`src/rtl/fifo_north_pkg.sv`:
```
// Shared types and helpers for the north-edge skewed FIFO bank.
package fifo_north_pkg;

  typedef enum logic [1:0] {IDLE, RUN, DONE} drain_state_t;

  // Column 0 occupies the most significant slice of a packed bus.
  function automatic int unsigned col_slice(int unsigned i, int unsigned col,
                                            int unsigned w_data);
    return w_data * (col - 1 - i);
  endfunction

endpackage

```
`src/rtl/fifo_north_chan.sv`:
```
// One column FIFO: storage, pointers, occupancy count and registered read data/valid.
module fifo_north_chan #(
  parameter int unsigned W_DATA = 8,
  parameter int unsigned W_ADDR = 4
) (
  input  logic              i_clk,
  input  logic              i_rst_n,
  input  logic              i_wr_en,
  input  logic [W_DATA-1:0] i_wr_data,
  input  logic              i_rd_req,
  output logic [W_DATA-1:0] o_data,
  output logic              o_dv,
  output logic              o_empty,
  output logic              o_full
);

  localparam int unsigned DEPTH = 1 << W_ADDR;
  localparam int unsigned W_CNT = W_ADDR + 1;

  logic [W_DATA-1:0] mem_q [DEPTH];
  logic [W_ADDR-1:0] wr_ptr_q, wr_ptr_d;
  logic [W_ADDR-1:0] rd_ptr_q, rd_ptr_d;
  logic [W_CNT-1:0]  count_q, count_d;
  logic [W_DATA-1:0] data_q, data_d;
  logic              dv_q, dv_d;
  logic              rd_ok, wr_ok;

  assign o_empty = (count_q == '0);
  assign o_full  = (count_q == W_CNT'(DEPTH));
  assign rd_ok   = i_rd_req && !o_empty;
  // A full column still accepts a write when a read frees a slot in the same cycle.
  assign wr_ok   = i_wr_en && (!o_full || rd_ok);

  always_comb begin
    wr_ptr_d = wr_ptr_q;
    rd_ptr_d = rd_ptr_q;
    count_d  = count_q;
    data_d   = '0;
    dv_d     = rd_ok;
    if (wr_ok) wr_ptr_d = wr_ptr_q + W_ADDR'(1);
    if (rd_ok) begin
      rd_ptr_d = rd_ptr_q + W_ADDR'(1);
      data_d   = mem_q[rd_ptr_q];
    end
    unique case ({wr_ok, rd_ok})
      2'b10:   count_d = count_q + W_CNT'(1);
      2'b01:   count_d = count_q - W_CNT'(1);
      default: count_d = count_q;
    endcase
  end

  always_ff @(posedge i_clk) begin
    if (wr_ok) mem_q[wr_ptr_q] <= i_wr_data;
  end

  always_ff @(posedge i_clk) begin
    if (!i_rst_n) begin
      wr_ptr_q <= '0;
      rd_ptr_q <= '0;
      count_q  <= '0;
      data_q   <= '0;
      dv_q     <= 1'b0;
    end else begin
      wr_ptr_q <= wr_ptr_d;
      rd_ptr_q <= rd_ptr_d;
      count_q  <= count_d;
      data_q   <= data_d;
      dv_q     <= dv_d;
    end
  end

  assign o_data = data_q;
  assign o_dv   = dv_q;

endmodule

```
`src/rtl/fifo_north_skew.sv`:
```
// Bank of COL column FIFOs with a diagonal-wavefront drain controller.
// Optional sticky error flags: define FIFO_NORTH_SKEW_ERR_EN.
module fifo_north_skew
  import fifo_north_pkg::*;
#(
  parameter int unsigned COL    = 3,
  parameter int unsigned W_DATA = 8,
  parameter int unsigned W_ADDR = 4,
  parameter int unsigned W_LEN  = W_ADDR + 1
) (
  input  logic                  i_clk,
  input  logic                  i_rst_n,
  input  logic [COL-1:0]        i_wr_en,
  input  logic [COL*W_DATA-1:0] i_wr_data,
  input  logic [COL-1:0]        i_rd_en,
  input  logic                  i_start,
  input  logic [W_LEN-1:0]      i_len,
  input  logic                  i_hold,
  output logic [COL*W_DATA-1:0] o_data,
  output logic [COL-1:0]        o_dv,
  output logic [COL-1:0]        o_empty,
  output logic [COL-1:0]        o_full,
  output logic                  o_busy,
  output logic                  o_done
`ifdef FIFO_NORTH_SKEW_ERR_EN
  ,
  output logic [COL-1:0]        o_overflow,
  output logic [COL-1:0]        o_underflow
`endif
);

  // Wide enough for len + COL without wrapping.
  localparam int unsigned W_T = W_LEN + $clog2(COL) + 1;

  drain_state_t     state_q, state_d;
  logic [W_T-1:0]   t_q, t_d;
  logic [W_LEN-1:0] len_q, len_d;
  logic [COL-1:0]   rd_req;

  always_comb begin
    state_d = state_q;
    t_d     = t_q;
    len_d   = len_q;
    rd_req  = '0;
    o_done  = 1'b0;
    unique case (state_q)
      IDLE: begin
        rd_req = i_rd_en;
        if (i_start) begin
          len_d   = i_len;
          t_d     = '0;
          state_d = (i_len == '0) ? DONE : RUN;
        end
      end
      RUN: begin
        if (!i_hold) begin
          // Column i owns slots t = i .. i+len-1.
          for (int i = 0; i < int'(COL); i++) begin
            rd_req[i] = (t_q >= W_T'(i)) && (t_q < W_T'(i) + W_T'(len_q));
          end
          t_d = t_q + W_T'(1);
          if (t_q + W_T'(2) == W_T'(len_q) + W_T'(COL)) state_d = DONE;
        end
      end
      DONE: begin
        o_done  = 1'b1;
        state_d = IDLE;
      end
      default: state_d = IDLE;
    endcase
  end

  always_ff @(posedge i_clk) begin
    if (!i_rst_n) begin
      state_q <= IDLE;
      t_q     <= '0;
      len_q   <= '0;
    end else begin
      state_q <= state_d;
      t_q     <= t_d;
      len_q   <= len_d;
    end
  end

  assign o_busy = (state_q != IDLE);

  for (genvar g = 0; g < COL; g++) begin : g_chan
    localparam int unsigned Base = col_slice(g, COL, W_DATA);
    fifo_north_chan #(
      .W_DATA (W_DATA),
      .W_ADDR (W_ADDR)
    ) u_chan (
      .i_clk     (i_clk),
      .i_rst_n   (i_rst_n),
      .i_wr_en   (i_wr_en[g]),
      .i_wr_data (i_wr_data[Base +: W_DATA]),
      .i_rd_req  (rd_req[g]),
      .o_data    (o_data[Base +: W_DATA]),
      .o_dv      (o_dv[g]),
      .o_empty   (o_empty[g]),
      .o_full    (o_full[g])
    );
  end

`ifdef FIFO_NORTH_SKEW_ERR_EN
  logic [COL-1:0] ovf_q, ovf_d, unf_q, unf_d;

  always_comb begin
    ovf_d = ovf_q;
    unf_d = unf_q;
    for (int i = 0; i < int'(COL); i++) begin
      if (i_wr_en[i] && o_full[i] && !(rd_req[i] && !o_empty[i])) ovf_d[i] = 1'b1;
      if ((state_q == RUN) && rd_req[i] && o_empty[i]) unf_d[i] = 1'b1;
    end
  end

  always_ff @(posedge i_clk) begin
    if (!i_rst_n) begin
      ovf_q <= '0;
      unf_q <= '0;
    end else begin
      ovf_q <= ovf_d;
      unf_q <= unf_d;
    end
  end

  assign o_overflow  = ovf_q;
  assign o_underflow = unf_q;
`endif

endmodule

```
`config.mk`:
```
export PLATFORM = sky130hd
export DESIGN_NAME = fifo_north_skew
export DESIGN_NICKNAME = d
export VERILOG_FILES = /design/src/rtl/fifo_north_pkg.sv /design/src/rtl/fifo_north_chan.sv /design/src/rtl/fifo_north_skew.sv
export SDC_FILE = /design/constraint.sdc
export NUM_CORES = 1
export LEC_CHECK = 0
export CAP_MARGIN = 15
export CELL_PAD_IN_SITES_DETAIL_PLACEMENT = 1
export CELL_PAD_IN_SITES_GLOBAL_PLACEMENT = 2
export CORE_MARGIN = 10
export CORE_UTILIZATION = 46
export DETAILED_ROUTE_END_ITERATION = 12
export PLACE_DENSITY_LB_ADDON = 0.1
export SETUP_SLACK_MARGIN = 0.2
export SYNTH_ARGS = -nofsm -noshare
export SYNTH_HDL_FRONTEND = slang
export SYNTH_HIERARCHICAL = 1
export SYNTH_SLANG_ARGS = --single-unit
export TNS_END_PERCENT = 20
```
`constraint.sdc`:
```
create_clock -name i_clk -period 3.8 [get_ports i_clk]
set_input_delay 0.38 -clock i_clk [delete_from_list [all_inputs] [get_ports i_clk]]
set_output_delay 0.38 -clock i_clk [all_outputs]
set_load 0.03 [all_outputs]
```
# After elaboration in Yosys (flattened, before gate mapping)
# Memory sizes are Yosys's and may differ from the RTL's. A register that Yosys moved wholly into a read port is not among the register bits.
# Cells that the tools add are included.
# word_totals
mem_bits_ro	0
register_bits	57
wordCells	113
mem_count	3
input_bits	39
mem_bits_rw	384
latchBits	0
# mem_list
name	depth	width	rd	rd_clocked_by_memory_dff	write_ports	line	rtl
g_chan[0].u_chan.mem_q	16	8	1	1	1	fifo_north_chan.sv:20	logic [W_DATA-1:0] mem_q [DEPTH];
g_chan[1].u_chan.mem_q	16	8	1	1	1	fifo_north_chan.sv:20	
g_chan[2].u_chan.mem_q	16	8	1	1	1	fifo_north_chan.sv:20	
# op_classes
n_mux	20
n_lt_le_gt_ge	6
n_eq_ne	15
shift	0
n_bitwise	0
mul	0
reduce_logical	37
n_div	0
n_addsub	17
# ops
operator	count
5-bit case mux with 2 select lines	3
4-bit by 1-bit adder with 4-bit output, second input constant	6
5-bit zero test	4
8-bit by 1-bit >= comparator with 1-bit output, second input constant	2
8-bit by 6-bit < comparator with 1-bit output	2
8-bit two-way mux	2
8-bit case mux with 2 select lines	1
5-bit by 1-bit adder with 5-bit output, second input constant	3
5-bit equality test, second input constant	3
5-bit by 1-bit subtractor with 5-bit output, second input constant	3
2-bit nonzero test	5
1-bit logical AND	9
1-bit zero test	9
8-bit by 1-bit adder with 8-bit output, second input constant	1
8-bit by 2-bit adder with 8-bit output, second input constant	1
2-bit by 1-bit equality test with 1-bit output, second input constant	4
2-bit equality test, second input constant	4
8-bit by 6-bit equality test with 1-bit output	1
8-bit by 2-bit >= comparator with 1-bit output, second input constant	1
8-bit by 5-bit < comparator with 1-bit output	1
2-bit two-way mux	4
2-bit AND reduction	4
1-bit two-way mux	7
1-bit by 5-bit adder with 6-bit output, first input constant	1
9 further kinds	14

# Logic depth before layout (Yosys ltp)
# depth
depth_word	10
ltp_mapped	17

# Hierarchy
# The synthesis kept the hierarchy.
# modules_own_cells
mod	area_each_um2	n_inst	seq_area_each_um2	cells_per_inst
fifo_north_chan	6082.1	3	4284.1	342
fifo_north_skew	1473.9	1	300.3	169

# Worst setup path before layout
# OpenSTA, ideal clock, no wires.
# synth_path
kind	register to register
from	register len_q[1]
to	register g_chan[1].u_chan.count_q[4]
t_arrival_ps	3289
period_less_slack_ps	3416
required_time_ps	3673
setup_time_ps	127
path_stages_with_launch	17
n_path_buf	0
setup_slack_ps	384
path_cell_list	dfxtp_1 -> inv_1 -> ha_1 -> inv_1 -> ha_1 -> nor2b_1 -> o21a_1 -> o21a_1 -> o211ai_1 -> a22o_1 -> nor2b_1 -> o21ai_4 -> fa_1 -> nand2b_1 -> a21oi_1 -> mux2i_1 -> or3_1
# synth_between
elab_chain_len	10
elab_cells_between_ends	12
# synth_rtl
item	line	rtl
start, declared	fifo_north_skew.sv:37	logic [W_LEN-1:0] len_q, len_d;
start signal, assigned	fifo_north_skew.sv:81	len_q <= len_d;
1-bit by 5-bit adder with 6-bit output (*)	fifo_north_skew.sv:59	rd_req[i] = (t_q >= W_T'(i)) && (t_q < W_T'(i) + W_T'(len_q));
8-bit by 6-bit < comparator with 1-bit output (*)	fifo_north_skew.sv:59	
1-bit logical AND (*)	fifo_north_skew.sv:59	
3-bit two-way mux (*)	fifo_north_skew.sv:56	if (!i_hold) begin
3-bit case mux with 2 select lines (*)	fifo_north_skew.sv:46	unique case (state_q)
named net rd_req[1]	fifo_north_skew.sv:38	logic [COL-1:0] rd_req;
1-bit logical AND (*)	fifo_north_chan.sv:30	assign rd_ok = i_rd_req && !o_empty;
1-bit logical OR	fifo_north_chan.sv:32	assign wr_ok = i_wr_en && (!o_full || rd_ok);
1-bit logical AND	fifo_north_chan.sv:32	
2-bit by 1-bit equality test with 1-bit output / 2-bit equality test (equally long branches)	fifo_north_chan.sv:45	unique case ({wr_ok, rd_ok})
5-bit case mux with 2 select lines / 2-bit nonzero test (equally long branches)	--	
end signal, assigned	fifo_north_chan.sv:66	count_q <= count_d;
end, declared	fifo_north_chan.sv:23	logic [W_CNT-1:0] count_q, count_d;
# The timed path passes the listed nets; every way through them passes the cells marked *.
# A chain may end at the register's enable or synchronous reset.

# Final worst setup path
# layout_path
from	register len_q[2]
to	register g_chan[2].u_chan.count_q[4]
# layout_between
elab_chain_len	10
elab_cells_between_ends	12
# layout_rtl
item	line
2-bit by 5-bit adder with 6-bit output (*)	fifo_north_skew.sv:59
8-bit by 6-bit < comparator with 1-bit output (*)	fifo_north_skew.sv:59
1-bit logical AND (*)	fifo_north_skew.sv:59
3-bit two-way mux (*)	fifo_north_skew.sv:56
3-bit case mux with 2 select lines (*)	fifo_north_skew.sv:46
named net rd_req[2]	fifo_north_skew.sv:38
1-bit logical AND (*)	fifo_north_chan.sv:30
1-bit logical OR	fifo_north_chan.sv:32
1-bit logical AND	fifo_north_chan.sv:32
2-bit by 1-bit equality test with 1-bit output / 2-bit equality test (equally long branches)	fifo_north_chan.sv:45
5-bit case mux with 2 select lines / 2-bit nonzero test (equally long branches)	--
end signal, assigned	fifo_north_chan.sv:66
end, declared	fifo_north_chan.sv:23
# Marked as above.

==> flow_metrics.tcl <==
set metrics [dict create \
    pwr-share-clk 0.359 \
    drc_errors 0 \
    grt_pass1_wl_um 66500 \
    min_from "i_len[3]" \
    dieArea_um2 51600 \
    status "completed" \
    drv_cap 0 \
    crit_required_ns 4.26 \
    r2r_end "g_chan[2].u_chan/count_q[4]$_SDFFE_PN0P_" \
    crit_path_start_kind "register" \
    tns_ns 0 \
    synthFlopType "edfxtp_1" \
    cts_buffers 49 \
    port_buffers 73 \
    rsz0062_at_grt "true" \
    grt-ovfl-total 0 \
    yosys.area_share.adder 0.0348 \
    muxShareOfSynthArea 0.147 \
    postLayoutCellArea_um2 23100 \
    fin_ws_ns 0.440 \
    syn-num-nets 1287 \
    worst_ir_drop_vdd_uv 397 \
    synth_top_family_by_area "multiplexers" \
    cts.hold.buffers_added 0 \
    gp_congestion 0.760 \
    hpwl_um 27900 \
    p_leak_nw 7.68 \
    power.internal_mw 9.71 \
    pwr-share-comb 0.183 \
    ios 74 \
    syn-cell-area_um2 19700 \
    crit_type "register to register" \
    grt_max_degree 42 \
    drt-total-wl_um 42000 \
    drt_iter0_drc 645 \
    p_seq_frac 0.458 \
    worstMarginPinSlew_ns 1.10 \
    slew_headroom 0.265 \
    yosysUniqueCellTypes 59 \
    start_util 0.468 \
    switching_power_mw 3.46 \
    skew_ns 0.0224 \
    period_needed_ns 3.36 \
    cts_tree "built" \
    hp-class "input port to register" \
    instances_no_fill 1927 \
    die_w_um 227 \
    syn-instance-count 1195 \
    holdWs_ns 0.414 \
    antennaDiodeCount 0 \
    hold_path_depth 3 \
    cts-root-buf "clkbuf_16" \
    swShare 0.263 \
    cts_sinks 465 \
    wl_per_cell_um 21.8 \
    antenna_found_initial 0 \
    yosysWarnings 6 \
    yosys.area_share.xor_xnor 0.0174 \
    synth-compound-area-share 0.0440 \
    max_stage_delay_ns 0.39 \
    coreArea_um2 42100 \
    slew_viol_final 0 \
    r2r_start "len_q[2]$_SDFFE_PN0P_" \
    path_cells "buf_4, nand3_1, xnor2_1, ha_1, a2111oi_0, a22o_1, nor2b_1, o21ai_4, fa_1, nand2b_1, a21oi_2, mux2i_1, or3_1" \
    vias_per_cell 5.46 \
    antenna_left 0 \
    synth_edf_count 384 \
    hold_path_end "len_q[3]$_SDFFE_PN0P_" \
    ff2ff_path_depth 13 \
    synthSimpleGateAreaFrac 0.0697 \
    ys_seq_area_frac 0.667 \
    clk_latency_ns 0.59 \
    post-place-cells 1833 \
    worst-path-buf-inv 1 \
    worstPathArrival_ns 3.82 \
    cp_top_family "compound AO/OA/AOI/OAI gates" \
    cts.clk_slew.worst_paths_ns 0.06 \
    drtPass1Iterations 5 \
    nets 1440 \
    crit_fanout 7 \
    crit_slowest_cell "a2111oi_0" \
    drive_gt1_frac 0.222 \
    period_share 0.884 \
    fmax_ghz 0.298 \
    dr_total_vias 10500 \
    die_y_um 227 \
    grt_pass1_vias 11400 \
    setup_viol 0 \
    hold_violations 0 \
    place_ws_ns 0.104 \
    worst_setup_path_end_kind "register" \
    avgSynthCellArea_um2 16.5 \
    final_core_util 0.549 \
    fin_total_pwr_mw 13.2 \
    power_density_nw_per_um2 569 \
    placementRows 75 \
    synthArstFlopShare 0 \
    placed_area_um2 21400 \
    grtUsageTotal 0.166 \
    syn2layout_area_growth_pct 17.3 \
    ys_ff_latch 465 \
    ctsLongestPathBuffers 3 \
    reg2reg_slack_ns 0.44 \
    htreeDepth 2 \
]
## kinds of logic after synthesis
logic type / count (synthesis)
muxes: 162
buffers and inverters: 84
adders and majority gates: 53
xor gates and xnor gates: 36
DFF: 465
and+or+nand+nor: 278
AOI/OAI and AO/OA: 117
## cell usage after synthesis (all sizes together), types with 3 or more instances
library cell	n	area, um2
edfxtp	384	11500
nor2b	10	62.6
ha	50	626
o21a	11	82.6
xnor2	24	210
or3	3	18.8
nand4	11	68.8
nor2	71	267
or4b	3	30.0
o2111a	4	45.0
a211oi	6	45.0
nor3	14	70.1
xor2	10	87.6
dfxtp	81	1620
a21boi	16	120
o211ai	12	131
fa	3	60.1
o21ai	45	259
mux2i	42	458
nand2b	21	131
buf	38	229
nor4	5	31.3
and3	4	25.0
mux4	96	2160
a21oi	12	93.8
nand2	80	317
mux2	24	270
a22o	3	26.3
inv	27	101
nand3	24	120
or4	3	33.8
and2	20	125
clkbuf	19	75.1
## worst max-delay path by stage
stage	startpoint	endpoint	slack, ns	cells after the start
global route	len_q[2]$_SDFFE_PN0P_	g_chan[2].u_chan/count_q[4]$_SDFFE_PN0P_	0.20	14
global placement	i_hold	g_chan[2].u_chan/count_q[4]$_SDFFE_PN0P_	0.15	12
detailed placement	i_hold	g_chan[2].u_chan/count_q[4]$_SDFFE_PN0P_	0.10	12
floorplan	len_q[1]$_SDFFE_PN0P_	g_chan[1].u_chan/count_q[4]$_SDFFE_PN0P_	0.38	16
CTS	len_q[1]$_SDFFE_PN0P_	g_chan[1].u_chan/count_q[4]$_SDFFE_PN0P_	0.23	16
finish	len_q[2]$_SDFFE_PN0P_	g_chan[2].u_chan/count_q[4]$_SDFFE_PN0P_	0.44	13
## per-layer routing
| metal | up-vias | track usage | share of wire |
|---|---|---|---|
| met5 | - | 0 | 0 |
| met4 | 0 | 0.0479 | 0.018 |
| met3 | 44 | 0.0270 | 0.034 |
| met2 | 136 | 0.283 | 0.50 |
| met1 | 5428 | 0.217 | 0.45 |
| li1 | 4917 | - | - |
## worst register-to-register path, delay by kind of cell, from the launching register on
family | cells | cell delay (ns)
compound gates | 4 | 0.99
xor+xnor | 1 | 0.15
fa+ha+maj | 2 | 0.56
buf+inv | 1 | 0.18
flops | 1 | 0.37
mux | 1 | 0.09
simple gates | 4 | 0.89
## final cells by class
type | instances | area, um2
Tap cell | 539 | 674
Clock inverter | 10 | 138
Inverter | 27 | 104
Timing Repair Buffer | 159 | 1390
Sequential cell | 465 | 13200
Clock buffer | 81 | 1470
Multi-Input combinational cell | 646 | 6200
Fill cell | 3899 | 19000
## registers in the layout (all words and copies together) (netlist names)
name and cells:
g_chan.u_chan/o_data 24, g_chan.u_chan/rd_ptr_q 12, g_chan.u_chan/mem_q 384, state_q 2, g_chan.u_chan/wr_ptr_q 12, g_chan.u_chan/count_q 15
len_q 5, g_chan.u_chan/o_dv 3, t_q 8
## cells in the final DEF (no fill, tap or decap), types with 14 or more instances in the layout
master,count
edfxtp_1,384
mux4_2,96
buf_4,85
nand2_1,79
dfxtp_1,76
clkdlybuf4s50_1,72
nor2_1,70
clkbuf_16,50
ha_1,49
mux2i_1,39
o21ai_0,37
nand3_1,24
inv_1,24
xnor2_1,24
mux2_2,24
clkbuf_1,21
nand2b_1,21
and2_1,20
nor3_1,14
## what timing repair did
item	4_1_cts	5_1_grt
gates resized for setup	1	12
gates cloned	0	0
buffers inserted	0	2
pin swaps	0	1
setup endpoints to repair	1	99
## power by group through the flow
stage / registers [mW] / clock network (mW) / logic, mW
after floorplan: 6.05 / 0 / 1.70
after global placement: 6.15 / 0 / 2.35
after detailed placement: 6.16 / 0 / 2.39
after CTS: 6.06 / 4.86 / 2.40
after global routing: 6.07 / 5.07 / 2.64
final: 6.03 / 4.73 / 2.41
Note: power is estimated with default switching activity, not from simulation.
